`config.mk`:
```
export PLATFORM = sky130hd
export DESIGN_NAME = neokeon_round_const_xor_pipe
export DESIGN_NICKNAME = d
export VERILOG_FILES = /design/src/rtl/neokeon_round_const_xor_pipe.sv
export SDC_FILE = /design/constraint.sdc
export NUM_CORES = 1
export LEC_CHECK = 0
export ABC_AREA = 1
export BUFFER_PORTS_ARGS = -buffer_cell sky130_fd_sc_hd__buf_4
export CAP_MARGIN = 20
export CORE_ASPECT_RATIO = 1.4
export CORE_MARGIN = 1
export CORE_UTILIZATION = 42
export DETAILED_ROUTE_END_ITERATION = 8
export GPL_TIMING_DRIVEN = 0
export PLACE_DENSITY = 0.76
export SKIP_LAST_GASP = 1
export SLEW_MARGIN = 40
export SYNTH_ARGS = -nofsm -noshare
export SYNTH_HDL_FRONTEND = slang
export SYNTH_SLANG_ARGS = --single-unit
```
`constraint.sdc`:
```
create_clock -name clk -period 4.83 [get_ports clk]
set_input_delay 0.483 -clock clk [delete_from_list [all_inputs] [get_ports clk]]
set_output_delay 0.483 -clock clk [all_outputs]
set_load 0.05 [all_outputs]
```
`src/rtl/neokeon_round_const_xor_pipe.sv`:
```
// ============================================================================
// neokeon_round_const_xor_pipe
// Neokeon round-constant generator (forward/backward LFSR) XORed into one
// word of each accepted state, with valid/ready handshakes and 1-deep output.
// Revision: 1.0
// ============================================================================
`default_nettype none

module neokeon_round_const_xor_pipe #(
  parameter int         STATE_W  = 128,
  parameter int         WORD_W   = 32,
  parameter int         WORD_SEL = 0,
  parameter int         NUM_XORS = 17,
  parameter logic [7:0] RC_ENC   = 8'h80,
  parameter logic [7:0] RC_DEC   = 8'hD4
) (
  input  logic               clk,
  input  logic               rst,
  input  logic               start,
  input  logic               decrypt,
  input  logic               in_valid,
  output logic               in_ready,
  input  logic [STATE_W-1:0] in_state,
  output logic               out_valid,
  input  logic               out_ready,
  output logic [STATE_W-1:0] out_state,
  output logic [7:0]         out_rc,
  output logic               out_last,
  output logic               busy
);

  localparam int                CNT_W    = $clog2(NUM_XORS + 1);
  localparam int                SHIFT    = STATE_W - WORD_W * (WORD_SEL + 1);
  localparam logic [CNT_W-1:0]  CNT_LAST = CNT_W'(NUM_XORS - 1);

  typedef enum logic [0:0] {
    IDLE = 1'b0,
    RUN  = 1'b1
  } state_t;

  state_t             state;
  state_t             state_next;
  logic [7:0]         rc;
  logic [7:0]         rc_next;
  logic [CNT_W-1:0]   cnt;
  logic               mode;
  logic               transfer;
  logic               last_xfer;
  logic [STATE_W-1:0] rc_mask;

  assign busy      = (state == RUN);
  assign in_ready  = (state == RUN) && (!out_valid || out_ready);
  assign transfer  = in_valid && in_ready;
  assign last_xfer = transfer && (cnt == CNT_LAST);

  // Constant is zero-extended to a full word, then placed at word WORD_SEL (MSB first).
  assign rc_mask = {{(STATE_W-8){1'b0}}, rc} << SHIFT;

  // Forward step is GF(2^8) xtime; backward step is its exact inverse.
  always_comb begin
    rc_next = rc;
    if (!mode) begin
      rc_next = rc[7] ? ((rc << 1) ^ 8'h1B) : (rc << 1);
    end else begin
      rc_next = rc[0] ? (((rc ^ 8'h1B) >> 1) | 8'h80) : (rc >> 1);
    end
  end

  always_ff @(posedge clk or posedge rst) begin
    if (rst) begin
      state <= IDLE;
    end else begin
      state <= state_next;
    end
  end

  always_comb begin
    state_next = state;
    case (state)
      IDLE:    if (start) state_next = RUN;
      RUN:     if (last_xfer) state_next = IDLE;
      default: state_next = IDLE;
    endcase
  end

  always_ff @(posedge clk or posedge rst) begin
    if (rst) begin
      rc        <= RC_ENC;
      cnt       <= '0;
      mode      <= 1'b0;
      out_valid <= 1'b0;
      out_state <= '0;
      out_rc    <= 8'h00;
      out_last  <= 1'b0;
    end else begin
      if ((state == IDLE) && start) begin
        rc   <= decrypt ? RC_DEC : RC_ENC;
        cnt  <= '0;
        mode <= decrypt;
      end

      if (transfer) begin
        out_state <= in_state ^ rc_mask;
        out_rc    <= rc;
        out_last  <= (cnt == CNT_LAST);
        cnt       <= last_xfer ? '0 : cnt + 1'b1;
        rc        <= rc_next;
      end

      // A simultaneous drain and load keeps the register full.
      if (transfer) begin
        out_valid <= 1'b1;
      end else if (out_ready) begin
        out_valid <= 1'b0;
      end
    end
  end

endmodule

`default_nettype wire

```
* Word-level counts from Yosys, hierarchy flattened *
Cells that the tools add are included.
W data, S select, Z words.

operators by class
  $add $sub $neg = 1
  multipliers = 0
  div/mod/pow operators = 0
  order comparisons = 0
  equal/unequal tests = 1
  shift-type cells = 0
  muxes and demuxes = 14
  bitwise operators = 4
  reduce and logical (&&, ||, !) cells = 8

operators by type and width
  kind                   count
  $xor A128 B104 Y128    1
  $mux W8                4
  $mux W5                4
  $not A4 Y4             2
  $mux W7                1
  $add A5 B1 Y5 const B  1
  $eq A5 B5 Y1 const B   1
  $logic_and A1 B1 Y1    4
  $mux W1                4
  $reduce_bool A2 Y1     2
  $pmux W1 S2            1
  $logic_not A1 Y1       1
  $logic_or A1 B1 Y1     1
  $not A1 Y1             1

storage, ports and cells
  bits in registers = 153
  latch bits = 0
  bits in writable memories = 0
  memory bits (read-only) = 0
  input bits = 134
  output and inout port bits = 140
  word-level logic and storage cells = 36
  memories = 0

* Depth between registers and ports, before layout *
  word-level depth = 7
  gate-level depth with buffers = 8

* Least setup slack after synthesis *
No wires, ideal clock.

  kind = reg-to-output
  from = register out_valid
  to = output port in_ready
  data arrival time = 1.097 ns
  data required time = 4.347 ns
  slack = 3.250 ns
  cell stages (with the launch flop) = 4
  buffers on the path = 0
  cells stage by stage = dfrtp_1 > nand2_2 > nand2_1 > inv_1

on the way
  cells in the longest elaborated chain, start to end = 3

ends and longest elaborated chain
  item                      RTL line  source
  start: declaration        24        output logic out_valid,
  start signal: assignment  91        out_valid <= 1'b0;
  start signal: assignment  112       out_valid <= 1'b1;
  start signal: assignment  114       out_valid <= 1'b0;
  $logic_not A1 Y1          52        assign in_ready = (state == RUN) && (!out_valid || out_ready);
  $logic_or A1 B1 Y1        52
  $logic_and A1 B1 Y1       52
  end: declaration          22        output logic in_ready,

No other way between the ends.

* Worst setup path in the final report *
Same ends and word-level chain as after synthesis.

==> impl_metrics.toml <==
[die]
core_mm2 = 0.0140
io_pins = 274
dieHeight_um = 144
rows = 51
die-area_mm2 = 0.0149
start_util_pct = 43.3
die_w_um = 103

[global_route]
grt_util_met3_pct = 7.78
first_global_vias = 5229
antenna_found_initial = 0
grt_max_degree = 63
grtUsageTotal_pct = 22.0
overflow = 0
grt_busiest_layer = "met2"
met2_usage_pct = 38.7
grt_pass1_wl_um = 24800
met1_usage_pct = 24.0

[clocking]
cts_root_buf = "clkbuf_16"
post_cts_buffers = 0
numCtsBuffers = 17
clk_path_buf_depth = 2
postCtsHoldBufs = 0
cts-resized-gates = 0
h-tree-depth = 4
clkLatencyLatePin_ps = 410
tritoncts = "done"
clock_sinks = 153
clk_pin_slew_ps = 70

[pwr]
p_sw_mw = 2.19
power_frac_seq_pct = 34.2
pwr_density_cell_mw_per_mm2 = 583
clockPowerShare_pct = 25.9
p_leak_nw = 5.03
finalPower_mw = 5.24
pwr-share-comb_pct = 39.9
peakVddDrop_uv = 259
power.internal_mw = 3.04
switching_share_pct = 41.9

[worst_setup_path]
worstSetupStartpointType = "flop"
crit_family = "flip-flops"
path_max_fanout = 3
slowest_delay_ps = 400
slowest_stage = "dfrtp_1"
cp.buffers_inverters = 2
critical_path_class = "reg2out"
critPathRequiredTime_ps = 4350
path_cells = "nand2_2, nand2_1, inv_1, buf_4"
cp-end-kind = "output pin"
cp.arrival_ps = 1230

[place]
place_inst = 1146
numPortBuffers = 273
dp_hpwl_um = 12300
gp_congestion = 0.806

[timing]
fin_crit_ps = 1710
worst_pin_slew_ps = 364
hold_ws_ps = 62.7
slew_viol_final = 0
final-setup-viol-count = 0
hold_violations = 0
min_period_over_period_pct = 35.4
rsz0062_at_grt = "false"
slew_headroom_pct = 75.8
fin_skew_ps = 10.3
max_freq_ghz = 0.585

[finish]
syn2layout_area_growth_pct = 48.7
layout.cells.non_filler = 1178
layout-drive-gt1-share_pct = 34.5
num-fill-cells = 1191
seqCellArea_mm2 = 0.00383
finalNetCount = 1116
multi_input_area_mm2 = 0.00196
num_antenna_cells = 0

[synth]
seq_area_frac_synth_pct = 63.4
synthCells = 686
synth_area_mm2 = 0.00604
synth_warnings = 0
avgSynthCellArea_um2 = 8.81
ys_ff_latch = 153
synth_cell_types = 20
syn-num-nets = 822

[route]
via_count = 5447
wire_per_inst_um = 13.9
via_per_inst = 4.62
drt_iter0_markers = 189
drcViolationCount = 0
ant_nets = 0
routed_wl_um = 16400
firstDrtPassIters = 7

[run]
max_cap_violations = 0

[status]
outcome = "finished, final reports clean"

[min_path]
hold_path_class = "in2async"
==> cells in the mapped netlist <==
library cell,instances,area [µm²]
a21oi_1,2,10.0
buf_2,24,120
buf_4,9,67.6
clkbuf_1,1,3.75
dfrtp_1,152,3800
dfstp_2,1,26.3
ha_1,2,25.0
inv_1,15,56.3
inv_2,1,3.75
nand2_1,420,1580
nand2_2,2,12.5
nand3_1,12,60.1
nand3_2,1,10.0
nor2_1,3,11.3
o211ai_1,2,15.0
o21a_1,1,7.51
o21ai_0,23,115
o21ai_1,3,15.0
xnor2_1,10,87.6
xor2_1,2,17.5
==> layout make-up <==
cell class	instances	area share, %
Multi-Input combinational cell	483	21.8
Timing Repair Buffer	275	23.4
Tap cell	185	2.57
Sequential cell	153	42.6
Clock buffer	20	4.86
Inverter	16	0.752
Clock inverter	12	1.84
Buffer	34	2.13
==> through the flow <==
stage / setup TNS [ps] / util, % / area, µm² / worst slack [ps]
2_1_floorplan: 0 / - / 6040 / 227
3_3_place_gp: -230420 / 59.6 / 8330 / -1520
3_5_place_dp: 0 / 60.0 / 8390 / 3210
4_1_cts: 0 / 64.3 / 8990 / 3090
5_1_grt: 0 / 64.3 / 8990 / 3050
6_report: 0 / 64.3 / 8990 / 3120
==> flip-flops by register name (all words and copies together) (netlist names) <==
register and count:
out_state 128, busy 1, rc 8, cnt 5, mode 1, out_last 1
out_valid 1, out_rc 8
==> layout by cell type (no fill, tap or decap), drive strengths merged, types with 2 or more instances in the layout <==
master | synthesis | routed
xor2 | 2 | 2
nand2 | 422 | 422
clkinvlp | 0 | 5
buf | 33 | 308
nand3 | 13 | 13
xnor2 | 10 | 10
inv | 16 | 20
ha | 2 | 2
o21ai | 26 | 26
a21oi | 2 | 2
nor2 | 3 | 3
bufinv | 0 | 3
dfrtp | 152 | 152
o211ai | 2 | 2
clkbuf | 1 | 21
==> layer usage <==
| metal | vias up | share of wire [%] |
|---|---|---|
| li1 | 2676 | - |
| met1 | 2519 | 38 |
| met2 | 226 | 51 |
| met3 | 26 | 8.7 |
| met4 | 0 | 2.2 |
| met5 | - | 0 |
==> cell families (layout without fill, tap and decap cells) <==
| logic type | count (synthesis) | after routing | share of synthesized area, % |
|---|---|---|---|
| flops | 153 | 153 | 63.4 |
| xor+xnor | 12 | 12 | 1.74 |
| compound gates | 31 | 31 | 2.69 |
| buf+inv | 50 | 357 | 4.16 |
| fa+ha+maj | 2 | 2 | 0.414 |
| simple gates | 438 | 438 | 27.6 |
==> power by group through the flow <==
| stage | Sequential [mW] | Clock (mW) | Combinational (mW) |
|---|---|---|---|
| final | 1.79 | 1.36 | 2.09 |
| after global placement | 1.80 | 0 | 2.07 |
| after CTS | 1.79 | 1.39 | 2.11 |
| after detailed placement | 1.81 | 0 | 2.10 |
| after floorplan | 2.70 | 0 | 0.488 |
| after global routing | 1.83 | 1.43 | 2.23 |
==> final timing paths <==
path | start | endpoint | slack, ps | cells after the start
min reg2reg | out_state[57] | out_state[57] | 480 | 2
min | rst | out_state[35] | 60 | 2
max in group asynchronous | rst | out_state[67] | 4160 | 3
max reg2reg | out_valid | out_state[61] | 3410 | 7
max | out_valid | in_ready | 3120 | 4
min in group clk | in_state[28] | out_state[28] | 260 | 3
Note: power is estimated with default switching activity, not from simulation.
